**src/rtl/rf_wb_pkg.sv**
```systemverilog
// Shared types and default widths for the register-file writeback arbiter.
// This package is imported by the arbiter top and by its load-return FIFO.
package rf_wb_pkg;

  localparam int DEFAULT_XLEN   = 32;
  localparam int DEFAULT_REG_AW = 5;

  typedef enum logic {
    ALU_PRI = 1'b0,
    LSU_PRI = 1'b1
  } wb_state_e;

  typedef struct packed {
    logic [DEFAULT_REG_AW-1:0] rd;
    logic [DEFAULT_XLEN-1:0]   wd;
  } wb_req_t;

endpackage

```
**src/rtl/rf_wb_arbiter_fifo.sv**
```systemverilog
// Synchronous FIFO that holds load returns waiting for the register-file write port.
// DEPTH must be a power of two, so the pointers wrap on their own.
module wb_fifo
  import rf_wb_pkg::*;
#(
  parameter int  DEPTH   = 2,
  parameter type entry_t = wb_req_t
) (
  input  logic                     clk_i,
  input  logic                     reset_i,
  input  logic                     push_i,
  input  entry_t                   data_i,
  input  logic                     pop_i,
  output entry_t                   data_o,
  output logic                     full_o,
  output logic                     empty_o,
  output logic [$clog2(DEPTH):0]   count_o
);

  localparam int AW = $clog2(DEPTH);
  localparam int CW = AW + 1;

  entry_t          mem_q [DEPTH];
  entry_t          mem_d [DEPTH];
  logic [AW-1:0]   wr_ptr_q, wr_ptr_d;
  logic [AW-1:0]   rd_ptr_q, rd_ptr_d;
  logic [CW-1:0]   count_q, count_d;
  logic            do_push, do_pop;

  assign full_o  = (count_q == CW'(DEPTH));
  assign empty_o = (count_q == '0);
  assign count_o = count_q;
  assign data_o  = mem_q[rd_ptr_q];
  assign do_push = push_i && !full_o;
  assign do_pop  = pop_i && !empty_o;

  always_comb begin
    mem_d    = mem_q;
    wr_ptr_d = wr_ptr_q;
    rd_ptr_d = rd_ptr_q;
    count_d  = count_q;
    if (do_push) begin
      mem_d[wr_ptr_q] = data_i;
      wr_ptr_d        = wr_ptr_q + AW'(1);
    end
    if (do_pop) begin
      rd_ptr_d = rd_ptr_q + AW'(1);
    end
    if (do_push && !do_pop) begin
      count_d = count_q + CW'(1);
    end else if (!do_push && do_pop) begin
      count_d = count_q - CW'(1);
    end
  end

  always_ff @(posedge clk_i) begin
    if (!reset_i) begin
      wr_ptr_q <= '0;
      rd_ptr_q <= '0;
      count_q  <= '0;
    end else begin
      wr_ptr_q <= wr_ptr_d;
      rd_ptr_q <= rd_ptr_d;
      count_q  <= count_d;
    end
  end

  // Storage needs no reset: an entry is only read after it has been written.
  always_ff @(posedge clk_i) begin
    mem_q <= mem_d;
  end

endmodule

```
**src/rtl/rf_wb_arbiter.sv**
```systemverilog
// Arbitrates the register-file write port between ALU writeback and queued load returns,
// with a starvation counter that forces one LSU-priority cycle after a bounded wait.
module rf_wb_arbiter
  import rf_wb_pkg::*;
#(
  parameter int XLEN      = DEFAULT_XLEN,
  parameter int REG_AW    = DEFAULT_REG_AW,
  parameter int LSU_DEPTH = 2,
  parameter int MAX_WAIT  = 3
) (
  input  logic                         clk_i,
  input  logic                         reset_i,
  input  logic                         alu_valid_i,
  output logic                         alu_ready_o,
  input  logic [REG_AW-1:0]            alu_rd_i,
  input  logic [XLEN-1:0]              alu_wd_i,
  input  logic                         lsu_valid_i,
  output logic                         lsu_ready_o,
  input  logic [REG_AW-1:0]            lsu_rd_i,
  input  logic [XLEN-1:0]              lsu_wd_i,
  output logic                         regwrite_o,
  output logic [REG_AW-1:0]            rd_o,
  output logic [XLEN-1:0]              wd_o,
  output logic [$clog2(LSU_DEPTH):0]   lsu_pending_o
);

  typedef struct packed {
    logic [REG_AW-1:0] rd;
    logic [XLEN-1:0]   wd;
  } req_t;

  localparam int WCW = $clog2(MAX_WAIT + 1);

  wb_state_e         state_q, state_d;
  logic [WCW-1:0]    wait_cnt_q, wait_cnt_d;
  logic              regwrite_q, regwrite_d;
  logic [REG_AW-1:0] rd_q, rd_d;
  logic [XLEN-1:0]   wd_q, wd_d;

  req_t lsu_req, fifo_head, grant_req;
  logic fifo_full, fifo_empty, fifo_push, fifo_pop, grant;

  assign lsu_req     = '{rd: lsu_rd_i, wd: lsu_wd_i};
  assign lsu_ready_o = reset_i && !fifo_full;
  assign fifo_push   = lsu_valid_i && lsu_ready_o;

  wb_fifo #(
    .DEPTH   (LSU_DEPTH),
    .entry_t (req_t)
  ) u_fifo (
    .clk_i   (clk_i),
    .reset_i (reset_i),
    .push_i  (fifo_push),
    .data_i  (lsu_req),
    .pop_i   (fifo_pop),
    .data_o  (fifo_head),
    .full_o  (fifo_full),
    .empty_o (fifo_empty),
    .count_o (lsu_pending_o)
  );

  always_comb begin
    state_d     = state_q;
    wait_cnt_d  = wait_cnt_q;
    regwrite_d  = 1'b0;
    rd_d        = rd_q;
    wd_d        = wd_q;
    alu_ready_o = 1'b0;
    fifo_pop    = 1'b0;
    grant       = 1'b0;
    grant_req   = fifo_head;
    case (state_q)
      ALU_PRI: begin
        alu_ready_o = reset_i;
        if (alu_valid_i) begin
          grant     = 1'b1;
          grant_req = '{rd: alu_rd_i, wd: alu_wd_i};
        end else if (!fifo_empty) begin
          grant    = 1'b1;
          fifo_pop = 1'b1;
        end
        // Count only cycles where a waiting load is passed over; saturate at MAX_WAIT.
        if (fifo_empty || fifo_pop) begin
          wait_cnt_d = '0;
        end else if (wait_cnt_q != WCW'(MAX_WAIT)) begin
          wait_cnt_d = wait_cnt_q + WCW'(1);
        end
        if (wait_cnt_q == WCW'(MAX_WAIT)) begin
          state_d = LSU_PRI;
        end
      end
      LSU_PRI: begin
        if (!fifo_empty) begin
          grant    = 1'b1;
          fifo_pop = 1'b1;
        end
        wait_cnt_d = '0;
        state_d    = ALU_PRI;
      end
      default: begin
        state_d    = ALU_PRI;
        wait_cnt_d = '0;
      end
    endcase
    // x0 writes are still consumed, just never enabled.
    if (grant) begin
      regwrite_d = (grant_req.rd != '0);
      rd_d       = grant_req.rd;
      wd_d       = grant_req.wd;
    end
  end

  always_ff @(posedge clk_i) begin
    if (!reset_i) begin
      state_q    <= ALU_PRI;
      wait_cnt_q <= '0;
      regwrite_q <= 1'b0;
      rd_q       <= '0;
      wd_q       <= '0;
    end else begin
      state_q    <= state_d;
      wait_cnt_q <= wait_cnt_d;
      regwrite_q <= regwrite_d;
      rd_q       <= rd_d;
      wd_q       <= wd_d;
    end
  end

  assign regwrite_o = regwrite_q;
  assign rd_o       = rd_q;
  assign wd_o       = wd_q;

endmodule

```
**config.mk**
```make
export PLATFORM = sky130hd
export DESIGN_NAME = rf_wb_arbiter
export DESIGN_NICKNAME = d
export VERILOG_FILES = /design/src/rtl/rf_wb_pkg.sv /design/src/rtl/rf_wb_arbiter_fifo.sv /design/src/rtl/rf_wb_arbiter.sv
export SDC_FILE = /design/constraint.sdc
export NUM_CORES = 1
export LEC_CHECK = 0
export ABC_AREA = 1
export CAP_MARGIN = 20
export CORE_MARGIN = 2
export CORE_UTILIZATION = 65
export CTS_BUF_LIST = sky130_fd_sc_hd__clkbuf_2
export CTS_CLUSTER_SIZE = 10
export DETAILED_ROUTE_END_ITERATION = 6
export DONT_BUFFER_PORTS = 1
export PLACE_DENSITY = 0.81
export SLEW_MARGIN = 20
export SYNTH_ARGS = -nofsm -noshare
export SYNTH_HDL_FRONTEND = slang
export SYNTH_SLANG_ARGS = --single-unit
```
**constraint.sdc**
```tcl
create_clock -name clk_i -period 4.2 [get_ports clk_i]
set_clock_uncertainty 0.1 [all_clocks]
set_input_delay 0.63 -clock clk_i [delete_from_list [all_inputs] [get_ports clk_i]]
set_output_delay 0.63 -clock clk_i [all_outputs]
set_load 0.1 [all_outputs]
```
* Word-level counts from Yosys, hierarchy flattened
Cells that the tools add are included.
Word-level totals: input port bits 78, flip-flop bits (word level) 119
Operators by class: equal/unequal tests 4, add/subtract/negate cells 5, $lt $le $gt $ge 3, reduce and logical (&&, ||, !) cells 16, bitwise operators 3, multiplexer cells 22
Operators by type and width (number):
- $mux 37 | 6
- $bwmux 74 | 1
- $demux 37 s1 | 1
- $mux 2 | 4
- $logic_and 1x1->1 | 7
- $mux 1 | 6
- $pmux 1 s2 | 3
- $reduce_bool 5->1 | 1
- $add 2x1->2 const B | 2
- $eq 2x2->1 const B | 2
- $ge 2x2->1 const B | 2
- $logic_not 1->1 | 4
- $not 1->2 | 2
- $pmux 2 s2 | 1
- $ne 3x3->1 const B | 1
- $add 1x1->1 const B | 2
- $logic_not 2->1 | 1
- $lt 2x1->1 const B | 1
- $ne 2x2->1 const B | 1
- $reduce_and 2->1 | 1
- $reduce_bool 2->1 | 1
- $sub 2x1->2 const B | 1
- $logic_or 1x1->1 | 1
- $not 1->1 | 1

* Depth between registers and ports, before layout
depth after elaboration 9, mapped depth 12, depth with buffers taken out 11

* By module
Synthesis repeated with hierarchy kept, for this count alone.
Second synthesis, totals: cell total of the unflattened synthesis 530, area, all modules 4852.2 µm²
By module, submodules not included:
- wb_fifo | times used 1, cells an instance 228, sequential area each 2302.2 µm², area an instance 2902.8 µm²
- rf_wb_arbiter | times used 1, cells an instance 302, sequential area each 820.8 µm², area an instance 1949.4 µm²

* Worst setup path after synthesis
OpenSTA, ideal clock, no wires.
kind flip-flop to flip-flop, start point reg u_fifo.count_q[0] (netlist: u_fifo.count_o[0]), end point reg u_fifo.mem_q[0] (netlist name) (enable), library setup time 0.431 ns, stages on the path, launching flop included 5, buffers on the path 0, setup slack -0.451 ns, arrival 4.120 ns, cell sequence dfxtp_1 -> inv_1 -> a21oi_2 -> nand2_1 -> nor2_1
On the way: longest elaborated chain between the ends 5
RTL lines:
- from (decl) | line rf_wb_arbiter_fifo.sv:27 | logic [CW-1:0] count_q, count_d;
- from (signal assigned) | line rf_wb_arbiter_fifo.sv:64 | count_q <= count_d;
- $eq 2x2->1 | line rf_wb_arbiter_fifo.sv:30 | assign full_o = (count_q == CW'(DEPTH));
- $logic_not 1->1 | line rf_wb_arbiter.sv:44 | assign lsu_ready_o = reset_i && !fifo_full;
- $logic_and 1x1->1 | line rf_wb_arbiter.sv:44
- named net lsu_ready_o | line rf_wb_arbiter.sv:18 | output logic lsu_ready_o,
- $logic_and 1x1->1 | line rf_wb_arbiter.sv:45 | assign fifo_push = lsu_valid_i && lsu_ready_o;
- $logic_and 1x1->1 | line rf_wb_arbiter_fifo.sv:34 | assign do_push = push_i && !full_o;
- to (signal assigned) | line rf_wb_arbiter_fifo.sv:70 | mem_q <= mem_d;
- to (decl) | line rf_wb_arbiter_fifo.sv:23 | entry_t mem_q [DEPTH];
The timed path passes the listed nets, and every way through them passes these cells. A chain may end at the register's enable or synchronous reset.

* Final worst setup path
start point reg u_fifo.count_q[0] (netlist: u_fifo.count_o[0]), end point out lsu_ready_o
On the way: longest elaborated chain between the ends 3
RTL lines (line):
- $eq 2x2->1 | rf_wb_arbiter_fifo.sv:30
- $logic_not 1->1 | rf_wb_arbiter.sv:44
- $logic_and 1x1->1 | rf_wb_arbiter.sv:44
- to (decl) | rf_wb_arbiter.sv:18
No other way between the ends.

==> impl_table.tex <==
\begin{tabular}{lr}
\hline
Metric & Value \\
\hline
\multicolumn{2}{l}{\textbf{CTS}} \\
Resized Gates After CTS & 0 \\
Number of buffers added by the clock tree synthesis step & 17 \\
Buffer type at the clock tree root & clkbuf\_2 \\
Buffers from clock root to sink, at most & 2 \\
Clock latency on the worst-skew pair & 0.63 ns \\
CTS sink cnt & 119 \\
CTS tree & done \\
Clock transition at path regs & 0.16 ns \\
Number of post-CTS setup repair buffers & 0 \\
H-Tree Level Count & 4 \\
\multicolumn{2}{l}{\textbf{Floorplan}} \\
Die boundary height & 88.2 um \\
Top-Level Pins & 120 \\
Die width & 88.2 um \\
Area of the die & 7790 um\^{}2 \\
Count of standard-cell rows & 30 \\
CORE AREA & 6830 um\^{}2 \\
Starting density of the core & 67.5\% \\
\multicolumn{2}{l}{\textbf{Timing}} \\
Final count of negative-setup-slack endpoints & 0 \\
Relative max-transition margin & 29.4\% \\
Final hold violation count & 0 \\
Final count of pins violating max slew & 0 \\
Least-Margin Pin Slew & 1.06 ns \\
Post-layout min period & 2.71 ns \\
Setup repair after global routing missed its margin & no \\
Post-route fraction of the period consumed by the critical path & 64.6\% \\
Highest attainable clock frequency & 369 MHz \\
\multicolumn{2}{l}{\textbf{Pwr}} \\
Worst IR drop on VDD & 0.000371 V \\
Static Leak & 2.06 nW \\
Power per standard cell area & 601 nW/um\^{}2 \\
\multicolumn{2}{l}{\textbf{Critical path}} \\
Crit path required time & 3.47 ns \\
Maximum net fanout on the critical path & 5 \\
Startpoint of the worst setup timing path & u\_fifo.count\_o[0] \\
WS Path Type & flip-flop to output port \\
Critical Path Sink & lsu\_ready\_o \\
Reg-to-reg endpoint & u\_fifo.mem\_q[24] \\
Arrival time of data at the critical path endpoint & 1.98 ns \\
Slowest library cell on the worst path & dfxtp\_1 \\
Cell type with the highest occurrence count on the critical path & buf\_4 \\
Ordered cell list for the critical path & buf\_4 -> inv\_1 -> a21oi\_2 -> buf\_4 \\
Type of element launching the critical path & flip-flop \\
Crit. End Element & output port \\
Worst Reg-to-Reg Cells & 5 \\
Startpoint of the lowest-slack register-to-register path & u\_fifo.count\_o[0] \\
Setup slack of the worst register-to-register path & 1.60 ns \\
Critical path's largest stage delay & 0.41 ns \\
\multicolumn{2}{l}{\textbf{Finish}} \\
P\&R area growth vs syn & 16.5\% \\
Area taken by multi-input logic gates & 1290 um\^{}2 \\
Number of standard cells in the layout, taps in and fillers out & 586 \\
Post-route standard cell area excluding fillers & 5370 um\^{}2 \\
Layout fillers & 457 \\
Register Area & 3120 um\^{}2 \\
Post-layout util & 78.7\% \\
Net count of the finished layout & 557 \\
Number of antenna cells inserted & 0 \\
Layout cell share with drive strength beyond 1 & 9.39\% \\
\multicolumn{2}{l}{\textbf{Logic synthesis}} \\
Synth Flop Type & edfxtp\_1 \\
Netlist area before placement & 4610 um\^{}2 \\
Synthesized area divided by synthesized cell count & 10.6 um\^{}2 \\
Sequential fraction of the synthesis area & 67.7\% \\
Async set-or-reset flop fraction in the synthesized netlist & 0\% \\
Number of warnings issued by yosys & 0 \\
Post-synthesis sequential element count & 119 \\
Post-synth EDFFs & 74 \\
Syn Inst Count & 435 \\
Post-Syn Nets & 515 \\
Count of different cell masters after synthesis & 26 \\
\multicolumn{2}{l}{\textbf{Route}} \\
First-pass iteration count of the detailed router & 6 \\
Number of vias after detailed routing & 3213 \\
Routed Antenna Nets & 0 \\
First DRT Iteration DRCs & 176 \\
Final routed wire length divided by cell count & 16.1 um \\
Overall routed net length & 9.42 mm \\
Number of remaining DRC errors & 0 \\
Post-DR vias/cell & 5.48 \\
\multicolumn{2}{l}{\textbf{Place}} \\
Gpl congestion & 0.797 \\
Count of input and output buffers & 0 \\
Post-place instance area & 4660 um\^{}2 \\
Half-perimeter wire length after detailed placement & 5.35 mm \\
Placed insts & 514 \\
\multicolumn{2}{l}{\textbf{Global routing}} \\
Antenna violations before repair & 0 \\
Number of global-route vias before repair & 3252 \\
Overall global routing resource usage & 24.9\% \\
Largest net degree at the start of global routing & 44 \\
Global-route wire length before repair & 14.3 mm \\
Leftover overflow at the end of global routing & 0 \\
\multicolumn{2}{l}{\textbf{Job}} \\
Max-Cap Viols & 0 \\
\multicolumn{2}{l}{\textbf{Status}} \\
Run status & completed \\
\multicolumn{2}{l}{\textbf{Min path}} \\
Path category of the worst min-delay check & input port to flip-flop \\
\hline
\end{tabular}
[cell usage after synthesis (2+ instances only)]
master / count / area share [%]
nand3_1: 24 / 2.6
a21o_1: 2 / 0.33
buf_2: 10 / 1.1
inv_2: 2 / 0.16
nor2_1: 9 / 0.73
a31oi_1: 15 / 2.0
buf_6: 4 / 0.98
o211ai_1: 20 / 3.3
o21ai_0: 8 / 0.87
dfxtp_1: 45 / 20
ha_1: 2 / 0.54
nand2_1: 165 / 13
edfxtp_1: 74 / 48
a21oi_1: 21 / 2.3
inv_1: 15 / 1.2
nor2_4: 2 / 0.49
clkbuf_1: 6 / 0.49
buf_4: 3 / 0.49
[state kept, by name, summed over array words and instances (netlist names)]
name,count
rd_o,5
regwrite_o,1
state_q,1
u_fifo.count_o,2
u_fifo.mem_q,74
u_fifo.rd_ptr_q,1
u_fifo.wr_ptr_q,1
wait_cnt_q,2
wd_o,32
[cell families (layout without fill, tap and decap cells)]
group	count (synthesis)	count (layout)	synth area share (%)
and+or+nand+nor	203	203	17.8
DFF	119	119	67.7
AOI/OAI and AO/OA	67	67	8.95
buffers and inverters	42	97	4.64
adders and majority gates	2	2	0.542
xor gates and xnor gates	1	1	0.190
muxes	1	1	0.217
[through the flow]
stage | power [mW] | TNS, ns | hold WS [ns] | worst slack, ns
2_1_floorplan | 2.24 | -33.40 | 0.360 | -0.451
3_3_place_gp | 2.29 | 0 | 0.380 | 1.69
3_5_place_dp | 2.31 | 0 | 0.413 | 1.64
4_1_cts | 3.23 | 0 | 0.00123 | 1.48
5_1_grt | 3.35 | 0 | 0.0147 | 1.37
6_report | 3.23 | 0 | 0.0448 | 1.49
[where the power goes]
group	leakage [nW]	switching (mW)	internal [mW]
clock network	0.178	0.394	0.509
registers	1.05	0.478	1.35
logic	0.835	0.345	0.153
total	2.06	1.22	2.01
[routing by layer]
layer | track usage [%] | routed length (um) | up-vias
met5 | 0 | 0 | -
met4 | 11.4 | 131 | 0
met3 | 10.5 | 931 | 13
met2 | 43.2 | 4870 | 146
met1 | 26.4 | 3490 | 1482
li1 | - | - | 1572
[worst max-delay path, delay by kind of cell, from the launching register on]
kind / cells / cell delay [ns]
flip-flops: 1 / 0.41
buffers and inverters: 3 / 0.79
AO/OA/AOI/OAI: 1 / 0.16
[final cells by class]
type                    count  area share, %
inverters                  19           1.37
multi-input cells         274           24.1
well taps                  96           2.24
repair buffers             46           8.47
clock inverters            12           3.86
flip-flops and latches    119           58.1
clock buffers              20           1.86
[worst min-delay path by stage]
stage / slack, ns / endpoint / from / cells after the start
floorplan: 0.36 / u_fifo.wr_ptr_q / u_fifo.wr_ptr_q / 2
global placement: 0.38 / wait_cnt_q[1] / wait_cnt_q[1] / 2
detailed placement: 0.41 / wait_cnt_q[1] / wait_cnt_q[1] / 2
CTS: 0.001 / rd_o[1] / reset_i / 2
global route: 0.01 / wd_o[25] / alu_wd_i[25] / 2
finish: 0.04 / wd_o[10] / alu_wd_i[10] / 2
[what timing repair did]
item	4_1_cts	5_1_grt
endpoints found under the setup margin	0	0
endpoints found under the hold margin	80	3
hold buffers	38	1
[cell usage in the layout, fill, tap and decap left out]
| master | count |
|---|---|
| nand2_1 | 165 |
| edfxtp_1 | 74 |
| dfxtp_1 | 45 |
| dlygate4sd3_1 | 39 |
| nand3_1 | 24 |
| a21oi_1 | 21 |
| o211ai_1 | 20 |
| clkbuf_2 | 20 |
| inv_1 | 15 |
| a31oi_1 | 15 |
| o21ai_0 | 8 |
| nor2_1 | 6 |
| bufinv_16 | 6 |
| buf_4 | 6 |
| clkinv_1 | 5 |
| nor2_4 | 4 |
| inv_2 | 2 |
| a21o_1 | 2 |
| ha_1 | 2 |
| a21oi_2 | 1 |
| nor2_2 | 1 |
| nand2_4 | 1 |
| inv_4 | 1 |
| xor2_1 | 1 |
| nand2_2 | 1 |
| and3_1 | 1 |
| mux2i_1 | 1 |
| clkinv_2 | 1 |
| clkinvlp_4 | 1 |
| buf_12 | 1 |
No activity file was read; power rests on OpenSTA's default activity.
